## config.mk

```make
export PLATFORM = sky130hd
export DESIGN_NAME = stage4_store_buffer
export DESIGN_NICKNAME = d
export VERILOG_FILES = /design/src/rtl/stage4_store_buffer_pkg.sv /design/src/rtl/store_buffer_fifo.sv /design/src/rtl/stage4_store_buffer.sv
export SDC_FILE = /design/constraint.sdc
export NUM_CORES = 1
export LEC_CHECK = 0
export ABC_CLOCK_PERIOD_IN_PS = 14800
export BUFFER_PORTS_ARGS = -buffer_cell sky130_fd_sc_hd__buf_2
export CORE_ASPECT_RATIO = 1.4
export CORE_MARGIN = 5
export CORE_UTILIZATION = 35
export CTS_CLUSTER_SIZE = 16
export DETAILED_ROUTE_END_ITERATION = 10
export HOLD_SLACK_MARGIN = 0.06
export PLACE_DENSITY = 0.5
export SLEW_MARGIN = 5
export SYNTH_ARGS = -nofsm -noshare
export SYNTH_HDL_FRONTEND = slang
export SYNTH_SLANG_ARGS = --single-unit
```

## constraint.sdc

```tcl
create_clock -name clock_i -period 14.8 [get_ports clock_i]
set_clock_uncertainty 0.2 [all_clocks]
set_input_delay 0.74 -clock clock_i [delete_from_list [all_inputs] [get_ports clock_i]]
set_output_delay 0.74 -clock clock_i [all_outputs]
set_load 0.005 [all_outputs]
```

## src/rtl/stage4_store_buffer_pkg.sv

```systemverilog
// rtl/stage4_store_buffer_pkg.sv - shared encodings, func3 codes and store entry layout
// Purpose: constants and types shared by the stage-4 store buffer and its FIFO.
// Contents: ENCODING_* instruction classes, RV32I store func3 codes,
//           sb_entry_t store entry {addr[31:2], data[31:0], ben[3:0]} and its width.
package stage4_store_buffer_pkg;

    localparam logic [15:0] ENCODING_STORE  = 16'h0010;
    localparam logic [15:0] ENCODING_FSTORE = 16'h0011;

    localparam logic [2:0] RV32I_FUNC3_STORE_BYTE  = 3'b000;
    localparam logic [2:0] RV32I_FUNC3_STORE_HWORD = 3'b001;
    localparam logic [2:0] RV32I_FUNC3_STORE_WORD  = 3'b010;

    localparam int SB_ENTRY_W = 30 + 32 + 4;

    typedef struct packed {
        logic [29:0] addr;
        logic [31:0] data;
        logic [3:0]  ben;
    } sb_entry_t;

endpackage

```

## src/rtl/store_buffer_fifo.sv

```systemverilog
// rtl/store_buffer_fifo.sv - DEPTH-entry FIFO holding formatted store entries
// Purpose: circular buffer with occupancy count; head entry exposed combinationally.
// Ports: clk, rst (async, active-high), push/push_data, pop,
//        full, empty, head_data (entry at read pointer).
module store_buffer_fifo #(
    parameter int DEPTH = 4,
    parameter int PTR_W = 2,
    parameter int WIDTH = 66
) (
    input  logic             clk,
    input  logic             rst,
    input  logic             push,
    input  logic [WIDTH-1:0] push_data,
    input  logic             pop,
    output logic             full,
    output logic             empty,
    output logic [WIDTH-1:0] head_data
);

    logic [WIDTH-1:0] mem [DEPTH];
    logic [PTR_W-1:0] wr_ptr;
    logic [PTR_W-1:0] rd_ptr;
    logic [PTR_W:0]   count;
    logic             do_push;
    logic             do_pop;

    assign full      = (count == (PTR_W + 1)'(DEPTH));
    assign empty     = (count == '0);
    assign head_data = mem[rd_ptr];

    // Push is refused when full even if a pop happens in the same cycle.
    assign do_push = push && !full;
    assign do_pop  = pop && !empty;

    // Storage is cleared on reset so the head outputs read as zero afterwards.
    always_ff @(posedge clk or posedge rst) begin
        if (rst) begin
            wr_ptr <= '0;
            rd_ptr <= '0;
            count  <= '0;
            for (int i = 0; i < DEPTH; i++) begin
                mem[i] <= '0;
            end
        end else begin
            if (do_push) begin
                mem[wr_ptr] <= push_data;
                wr_ptr      <= wr_ptr + 1'b1;
            end
            if (do_pop) begin
                rd_ptr <= rd_ptr + 1'b1;
            end
            case ({do_push, do_pop})
                2'b10:   count <= count + 1'b1;
                2'b01:   count <= count - 1'b1;
                default: count <= count;
            endcase
        end
    end

endmodule

```

## src/rtl/stage4_store_buffer.sv

```systemverilog
// rtl/stage4_store_buffer.sv - stage-4 store formatter and buffered drain to data memory
// Purpose: formats byte/half/word stores into word address, lane-replicated data and byte
//          enables, queues them and drains them over a req/ready handshake.
// Ports: clock_i, reset_i (async, active-high); valid_i, encoding_i, func3_i, addr_i, data_i
//        from stage 3; stall_o, exception_o, empty_o to the pipeline; mem_req_o, mem_addr_o,
//        mem_data_o, mem_ben_o, mem_ready_i toward the data cache.
// Config: STORE_BUFFER_FSTORE_EN - when defined, FP word stores (ENCODING_FSTORE) are accepted.
module stage4_store_buffer
    import stage4_store_buffer_pkg::*;
#(
    parameter int DEPTH = 4,
    parameter int PTR_W = 2
) (
    input  logic        clock_i,
    input  logic        reset_i,
    input  logic        valid_i,
    input  logic [15:0] encoding_i,
    input  logic [2:0]  func3_i,
    input  logic [31:0] addr_i,
    input  logic [31:0] data_i,
    output logic        stall_o,
    output logic        exception_o,
    output logic        empty_o,
    output logic        mem_req_o,
    output logic [31:0] mem_addr_o,
    output logic [31:0] mem_data_o,
    output logic [3:0]  mem_ben_o,
    input  logic        mem_ready_i
);

    logic        is_store;
    logic        is_fstore;
    logic        fmt_ok;
    logic [3:0]  fmt_ben;
    logic [31:0] fmt_data;
    logic        take;
    logic        push;
    logic        pop;
    logic        full;
    logic        empty;
    sb_entry_t   push_entry;
    sb_entry_t   head_entry;

    assign is_store = (encoding_i == ENCODING_STORE);
`ifdef STORE_BUFFER_FSTORE_EN
    assign is_fstore = (encoding_i == ENCODING_FSTORE);
`else
    assign is_fstore = 1'b0;
`endif

    always_comb begin
        fmt_ok   = 1'b0;
        fmt_ben  = 4'b0000;
        fmt_data = data_i;
        case (func3_i)
            RV32I_FUNC3_STORE_BYTE: begin
                fmt_ok   = 1'b1;
                fmt_ben  = 4'b0001 << addr_i[1:0];
                fmt_data = {4{data_i[7:0]}};
            end
            RV32I_FUNC3_STORE_HWORD: begin
                fmt_ok   = !addr_i[0];
                fmt_ben  = addr_i[1] ? 4'b1100 : 4'b0011;
                fmt_data = {2{data_i[15:0]}};
            end
            RV32I_FUNC3_STORE_WORD: begin
                fmt_ok   = (addr_i[1:0] == 2'b00);
                fmt_ben  = 4'b1111;
                fmt_data = data_i;
            end
            default: begin
                fmt_ok = 1'b0;
            end
        endcase
        // FP stores only exist in word width.
        if (is_fstore && (func3_i != RV32I_FUNC3_STORE_WORD)) begin
            fmt_ok = 1'b0;
        end
    end

    // A store is only examined while the buffer can take it; a held store raises no exception.
    assign take = valid_i && (is_store || is_fstore) && !full;
    assign push = take && fmt_ok;
    assign pop  = mem_req_o && mem_ready_i;

    assign push_entry = '{addr: addr_i[31:2], data: fmt_data, ben: fmt_ben};

    store_buffer_fifo #(
        .DEPTH (DEPTH),
        .PTR_W (PTR_W),
        .WIDTH (SB_ENTRY_W)
    ) u_fifo (
        .clk       (clock_i),
        .rst       (reset_i),
        .push      (push),
        .push_data (push_entry),
        .pop       (pop),
        .full      (full),
        .empty     (empty),
        .head_data (head_entry)
    );

    always_ff @(posedge clock_i or posedge reset_i) begin
        if (reset_i) begin
            exception_o <= 1'b0;
        end else begin
            exception_o <= take && !fmt_ok;
        end
    end

    assign stall_o    = full;
    assign empty_o    = empty;
    assign mem_req_o  = !empty;
    assign mem_addr_o = {head_entry.addr, 2'b00};
    assign mem_data_o = head_entry.data;
    assign mem_ben_o  = head_entry.ben;

endmodule

```

After elaboration in Yosys (flattened, before gate mapping). Index checks and enable logic that the tools add are counted.

Register bits after elaboration: 272. Input bits: 87. Output and inout port bits: 72. Logic and storage cells: 51.

Shifts and indexed selects: 1. Magnitude comparators: 3. Reduce and logical (&&, ||, !) cells: 16. Add/sub/neg operators: 4. Mux-type cells: 11. Equality and inequality tests: 6. Bitwise operators: 2.

Operators by type and width (number): $bwmux 264 (1); $mux 66 (3); $bmux 66 s2 (1); $demux 66 s2 (1); $pmux 32 s2 (1); $eq 16x5->1 const B (1); $pmux 4 s3 (1); $logic_and 1x1->1 (8); $ge 3x3->1 const B (2); $logic_not 3->1 (2); $not 2->3 (2); $pmux 3 s2 (1); $add 2x1->2 const B (2); $logic_not 1->1 (4); $mux 4 (1); $shl 1x2->4 const A (1); $add 3x1->3 const B (1); $eq 3x1->1 const B (1); $eq 3x2->1 const B (1); $eq 3x3->1 const B (1); $lt 3x1->1 const B (1); $pmux 1 s3 (1); $sub 3x1->3 const B (1); $eq 2x1->1 const B (1); other kinds (3) (3).

Depth between registers and ports, before layout. Gate-level depths: netlist of run 1.

Word-level depth: 7. Depth in mapped cells: 11. Depth with buffers taken out: 10.

Cells and area by module. A second synthesis of run 1 with hierarchy kept.

Cells, all modules: 755. Area, all modules: 12410.7 µm².

By module, submodules not included: store_buffer_fifo (sequential area each 6781.5 µm², times used 1, area an instance 11831.3 µm², cells each 678); stage4_store_buffer (sequential area each 25.0 µm², times used 1, area an instance 579.3 µm², cells each 77).

Least setup slack after synthesis of run 1. Ideal clock, no wire load.

Path kind: in2reg. Start point: input port encoding_i[15]. End point: register u_fifo.count[2]. Data arrival time: 2.741 ns. Setup time: 0.125 ns. Required time: 14.475 ns. Stages: 10. Path buffers: 1. Setup slack: 11.734 ns. Path through: or4b_1 buf_2 nand3b_1 or3_1 ha_1 inv_1 fa_1 xor2_1 nor2_1 xor2_1.

Longest elaborated chain between the ends: 7. Elaborated cells on any way between the ends: 9. Classes of those cells: eq/ne (3); mux (1); reduce/logical (5).

Ends and longest elaborated chain: start, declared (line stage4_store_buffer.sv:17) `input logic [15:0] encoding_i,`; $eq 16x5->1 (*) (line stage4_store_buffer.sv:44) `assign is_store = (encoding_i == ENCODING_STORE);`; $logic_and 1x1->1 (*) (2 in series) (line stage4_store_buffer.sv:82) `assign take = valid_i && (is_store || is_fstore) && !full;`; $logic_and 1x1->1 (*) (line stage4_store_buffer.sv:83) `assign push = take && fmt_ok;`; $logic_and 1x1->1 (*) (line store_buffer_fifo.sv:32) `assign do_push = push && !full;`; $eq 2x1->1 or $eq 2x2->1 (tied branches) (line store_buffer_fifo.sv:52) `case ({do_push, do_pop})`; $pmux 3 s2 or $reduce_bool 2->1 (tied branches); end signal, assigned (line store_buffer_fifo.sv:53) `2'b10: count <= count + 1'b1;`; end signal, assigned (line store_buffer_fifo.sv:54) `2'b01: count <= count - 1'b1;`; end signal, assigned (line store_buffer_fifo.sv:55) `default: count <= count;`; end, declared (line store_buffer_fifo.sv:23) `logic [PTR_W:0] count;`.

Mark *: on every way between the ends. The rest lies on a longest branch, timed or not. A chain may end at the register's enable or synchronous reset.

Final worst setup path of run 1.
Start point: register u_fifo.rd_ptr[1]. End point: output port mem_data_o[14].

Longest elaborated chain between the ends: 4.

Ends and longest elaborated chain: start, declared (line store_buffer_fifo.sv:22) `logic [PTR_W-1:0] rd_ptr;`; start signal, assigned (line store_buffer_fifo.sv:50) `rd_ptr <= rd_ptr + 1'b1;`; $not 2->3 (implied by the code) (line store_buffer_fifo.sv:29) `assign head_data = mem[rd_ptr];`; $bmux 66 s2 (line store_buffer_fifo.sv:29); $mux 66 (implied by the code) (2 in series) (line store_buffer_fifo.sv:29); end, declared (line stage4_store_buffer.sv:26) `output logic [31:0] mem_data_o,`.

Every way passes these cells. The select of a mux whose other input is x is not followed.

==> out/metrics.csv, run 1 <==
metric;value;unit
grt_max_degree;154;
synthCells;759;
hold_violations;0;
slew_headroom;19.9;%
layout_common_cells;dfrtp_1 (270), mux2_1 (160), buf_2 (156), mux2_2 (121), mux4_2 (66);
status;finished, final reports clean;
r2r-start;u_fifo.count[2]$_DFFE_PP0P_;
hold_path.class;input pin to asynchronous set/reset pin;
criticalPathCategory;flip-flop to output port;
power.total;1700;uW
power.density;118;mW/mm2
required;13.86;ns
fin_crit_sh;26.5;%
synth_top_family_by_area;multiplexers;
initial_utilization;35.4;%
crit_buf_inv;2;
ys_warn_count;0;
via_per_inst;5.08;
insertion_delay;0.55;ns
synthAdderAreaFrac;0.664;%
ir_drop;0.000101;V
io_buffers;156;
cp.arrival;2.98;ns
yosysTopAreaCellShare;54.8;%
grt_overflow;0;
die_x;169;um
grt.total_usage;14.9;%
yosys.area.top_type;dfrtp_1;
cts.clk_slew.worst_paths;0.06;ns
synth.avg_cell_area;16.4;um2
cts.sinks;272;
crit_family;buffers and inverters;
gp_congestion;0.704;
finalCriticalPeriod;3.92;ns
tns;0;ns
cts_root_buffer;clkbuf_16;
grt_pass1_wl;46400;um
crit_path_cell_trace;buf_4 > mux4_2 > buf_2;
pin_count;159;
vias;7008;
post-cts-setup-buffers;0;
synth_cell_types;31;
drtIter0Drc;330;
post_cts_resized;0;
synthSimpleGateAreaFrac;2.10;%
synth_xor_area_share;0.423;%
wl_per_cell;21.0;um
mostFrequentLayoutCell;dfrtp_1;
netlist_area;0.0124;mm2
drc;0;
die_area;0.0394;mm2
yosysSeqAreaShare;54.8;%
ant_nets;0;
cts_tree;done;
wl;28900;um
setup_viol;0;
end_kind;output port;
cp-start-kind;flip-flop;
synth_compound_area_share;0.664;%
drtPass1Iterations;4;
drive_above_1_share;43.6;%
drv_cap;0;
worst_pin_slew;1.20;ns
die_h;233;um
ys_seq_elements;272;
grt_pass1_vias;7911;
rsz0062_at_grt;false;
async_reset_ff_share;100;%
hold-worst-slack;0.136;ns
cts_buffers;30;
dp_hpwl;18000;um
coreArea;0.0351;mm2
crit_path_top_delay_cell;buf_4;
synth-edff-count;0;
synth.mux.area_fraction;38.1;%
nets;1001;
synthTopCellsByArea;dfrtp_1 (55%), mux2_1 (14%), mux4_2 (12%);
place_area;0.0136;mm2
r2r_slack;11.40;ns
final_max_slew_viol_count;0;
antenna_found_initial;3;
cts_buffer_depth;3;
ys.flop_type;dfrtp_1;
finalInstanceArea;0.0144;mm2
final_util;41.2;%
area_growth;16.1;%
fmax;0.255;GHz
rows;81;
critPathMaxFanout;43;
p_leak;0.00742;uW
cts-htree-levels;1;
crit_path_start;u_fifo.rd_ptr[1]$_DFFE_PP0P_;
postCtsHoldBufs;0;
max_stage_delay;0.82;ns
## area by class of cell
type	count	area, um2
multi-input combinational	423	5230
fill	3304	20600
clock buffer	43	861
timing repair buffer	168	883
antenna	1	2.50
clock inverter	3	15.0
sequential	272	6810
tap	456	571
inverter	13	56.3
## report_power, final
group,switching (uW),internal [uW]
combinational,122,99.4
sequential,42.4,753
clock,287,396
total,451,1250
## path summary, 6_finish.rpt
kind | cells past startpoint | endpoint
min in group clock_i | 3 | exception_o$_DFF_PP0_
worst max-delay path | 3 | mem_data_o[14]
worst min-delay path | 2 | u_fifo.mem[105]$_DFFE_PP0P_
worst max register to register | 6 | u_fifo.mem[192]$_DFFE_PP0P_
max in group asynchronous | 3 | u_fifo.mem[151]$_DFFE_PP0P_
worst min register to register | 1 | u_fifo.count[2]$_DFFE_PP0P_
## through the flow
step,instances,setup slack (ns)
final,1379,10.88
after global routing,1379,10.62
after CTS,1378,10.70
after detailed placement,1332,10.92
after global placement,1332,10.99
after floorplan,760,6.36
## state kept, by name, summed over array words and instances (netlist names)
name,cells
u_fifo.rd_ptr,2
u_fifo.mem,264
exception_o,1
u_fifo.count,3
u_fifo.wr_ptr,2
## cell families after synthesis
family	Yosys count
adders and majority gates	6
buffers and inverters	65
and+or+nand+nor	37
muxes	356
other	1
xor gates and xnor gates	6
AOI/OAI and AO/OA	16
DFF	272
## cells in the mapped netlist, types with 5 or more instances
cell type,count
mux2_2,121
ha_1,5
clkbuf_1,15
buf_4,6
mux2_1,160
mux4_2,66
buf_1,5
buf_6,16
inv_1,13
dfrtp_1,272
a21oi_1,13
mux2i_1,9
nor2_1,14
buf_2,10
## layer usage
| metal | wire [um] | GRT usage [%] | part of all wire [%] | vias to the layer above |
|---|---|---|---|---|
| met5 | 13 | 0 | 0.045 | - |
| met4 | 598 | 3.75 | 2.1 | 2 |
| met3 | 1690 | 3.38 | 5.8 | 42 |
| met2 | 14400 | 25.7 | 50 | 152 |
| met1 | 12200 | 18.9 | 42 | 3721 |
| li1 | - | - | - | 3091 |
## worst register-to-register path, stage by stage, from the launching register on
cell and delay, ns:
dfrtp_1 0.39, nor3b_1 0.16, or4b_1 0.70, nor4_4 0.32, buf_4 0.41, buf_4 0.66
mux2_2 0.44
Power figures use the tool's default switching activity.
==> run 2, diff against run 1 <==
- ABC_CLOCK_PERIOD_IN_PS: 14800 -> 4050
- clock period: 14.8 -> 4.05 ns (I/O delays scaled with it)
==> out/metrics.csv, run 2 (synthesized netlist as in run 1, its figures left out) <==
metric;value;unit;change
antenna_found_initial;0;;was 3
finalCriticalPeriod;3.38;ns;
min_from;func3_i[1];;
diodes;0;;was 1
insertion_delay;0.53;ns;was 0.55 ns
grt_pass1_vias;8151;;was 7,911
drtIter0Drc;262;;was 330
coreArea;0.0351;mm2;unchanged
m1WireLength;12400;um;was 12,200 um
drc;0;;unchanged
cts-htree-levels;1;;unchanged
slew_headroom;25.5;%;was 19.9%
cts_tree;done;;unchanged
drive_above_1_share;41.7;%;was 43.6%
crit_path_cell_trace;dlygate4sd3_1 > buf_2 > nor4_1 > dlygate4sd3_1 > nand2_1 > dlygate4sd3_1 > or3_1 > ha_1 > inv_1 > fa_1 > xor2_1 > nor2_1 > xor2_1;;was buf_4 > mux4_2 > buf_2
cp.arrival;3.60;ns;was 2.98 ns
via_per_inst;4.96;;was 5.08
hold_path.class;input pin to flip-flop;;was input pin to asynchronous set/reset pin
top_register;u_fifo.mem;;unchanged
die_area;0.0394;mm2;unchanged
r2r-start;u_fifo.count[2]$_DFFE_PP0P_;;unchanged
dr_wl_met2;14800;um;was 14,400 um
cts_root_buffer;clkbuf_16;;unchanged
drv_cap;0;;unchanged
initial_utilization;35.4;%;unchanged
area_growth;22.4;%;was 16.1%
vias;7196;;was 7,008
reg_top3;u_fifo.mem: 264 flops, u_fifo.count: 3 flops;;unchanged
ant_nets;0;;unchanged
p_leak;0.00776;uW;was 0.00742 uW
critPathMostFrequentCell;dlygate4sd3_1;;
grt.total_usage;15.1;%;was 14.9%
status;finished, final reports clean;;unchanged
die_x;169;um;unchanged
finalInstanceArea;0.0152;mm2;was 0.0144 mm2
die_h;233;um;unchanged
worst_pin_slew;1.12;ns;was 1.20 ns
power.density;419;mW/mm2;was 118 mW/mm2
pin_count;159;;unchanged
place_area;0.0137;mm2;was 0.0136 mm2
fmax;0.296;GHz;
largest_reg_flops;264;;unchanged
rows;81;;unchanged
fin_crit_sh;83.5;%;
cp-start-kind;input pin;;was flip-flop
crit_path_start;encoding_i[5];;was u_fifo.rd_ptr[1]$_DFFE_PP0P_
ir_drop;0.000272;V;was 0.000101 V
required;4.27;ns;was 13.86 ns
grt_overflow;0;;unchanged
mostFrequentLayoutCell;dfrtp_1;;unchanged
final_max_slew_viol_count;0;;unchanged
max_stage_delay;0.62;ns;was 0.82 ns
wl_per_cell;20.1;um;was 21.0 um
critPathMaxFanout;3;;was 43
cts_buffer_depth;3;;unchanged
setup_viol;0;;unchanged
grt_max_degree;92;;was 154
wl;29200;um;was 28,900 um
met3WireLength;1510;um;was 1690 um
cts.clk_slew.worst_paths;0.06;ns;about the same
grt_pass1_wl;47100;um;was 46,400 um
layout_common_cells;dfrtp_1 (270), mux2_1 (160), buf_2 (156), mux2_2 (121), mux4_2 (66);;unchanged
crit_buf_inv;5;;was 2
nets;1068;;was 1,001
criticalPathCategory;input pin to flip-flop;;was flip-flop to output port
drtPass1Iterations;4;;unchanged
highest_layer;met4;;was met5
cts_buffers;29;;was 30
rsz0062_at_grt;false;;unchanged
hold_violations;0;;unchanged
cts.sinks;272;;unchanged
gp_congestion;0.705;;was 0.704
io_buffers;156;;unchanged
end_kind;flip-flop;;was output port
tns;0;ns;unchanged
dp_hpwl;18100;um;was 18,000 um
crit_family;buffers and inverters;;unchanged
crit_path_top_delay_cell;dlygate4sd3_1;;was buf_4
run 2: cell count changes in the layout (fill, tap and decap cells not counted), sizes merged, moves of 2 or more:
| cell | previous run | this run |
|---|---|---|
| dlygate4sd3 | 0 | 64 |
| clkbuf | 43 | 41 |
| buf | 168 | 172 |
| clkinv | 3 | 10 |
run 2: layout make-up:
| type | instances | area, um2 |
|---|---|---|
| Fill cell | 3275 | 19800 |
| Sequential cell | 272 | 6810 |
| Clock buffer | 41 | 841 |
| Inverter | 13 | 52.6 |
| Tap cell | 456 | 571 |
| Clock inverter | 11 | 80.1 |
| Multi-Input combinational cell | 423 | 5230 |
| Timing Repair Buffer | 236 | 1630 |
run 2: stage by stage:
stage	power (uW)	util (%)	worst slack, ns	std cells	hold slack (ns)
global route	6710	43.4	0.487	1452	0.106
finish	6380	43.4	0.668	1452	0.0966
floorplan	3510	-	0.0521	760	0.137
detailed placement	3860	38.9	1.04	1336	0.146
CTS	6540	43.4	0.690	1452	0.0634
global placement	3870	38.9	1.05	1336	0.156
run 2: routing by layer:
metal	up-vias	global-route usage (%)
met2	149	26.3
met5	-	0
met1	3782	19.4
met3	37	2.87
li1	3228	-
met4	0	3.85
run 2: path summary, 6_finish.rpt:
kind	cells after the start	end	slack, ns
setup / recovery	13	u_fifo.count[2]$_DFFE_PP0P_	0.67
hold / removal	4	u_fifo.mem[198]$_DFFE_PP0P_	0.1
setup reg to reg	10	u_fifo.count[2]$_DFFE_PP0P_	1.04
hold reg to reg	1	u_fifo.mem[66]$_DFFE_PP0P_	0.28
max in group asynchronous	4	u_fifo.mem[114]$_DFFE_PP0P_	2.60
min in group asynchronous	3	u_fifo.mem[87]$_DFFE_PP0P_	0.11
run 2: repair_timing:
item | in CTS | in global routing
buffers inserted | 0 | 0
endpoints found under the hold margin | 255 | 0
gates resized for setup | 0 | 0
hold buffers | 64 | 0
run 2: power by group:
part           leakage [uW]  internal, uW  switching (uW)
Clock              0.000467          1500            1070
Combinational       0.00351           440             442
Sequential          0.00378          2750             186
Total               0.00776          4690            1690
run 2: worst register-to-register path: stages, from the launching register on:
cell      delay, ns
dfrtp_1        0.39
nor3b_1        0.15
or4b_1         0.69
nand3b_1       0.26
or3_1          0.40
ha_1           0.22
inv_1          0.07
fa_1           0.17
xor2_1         0.14
nor2_1         0.06
xor2_1         0.14
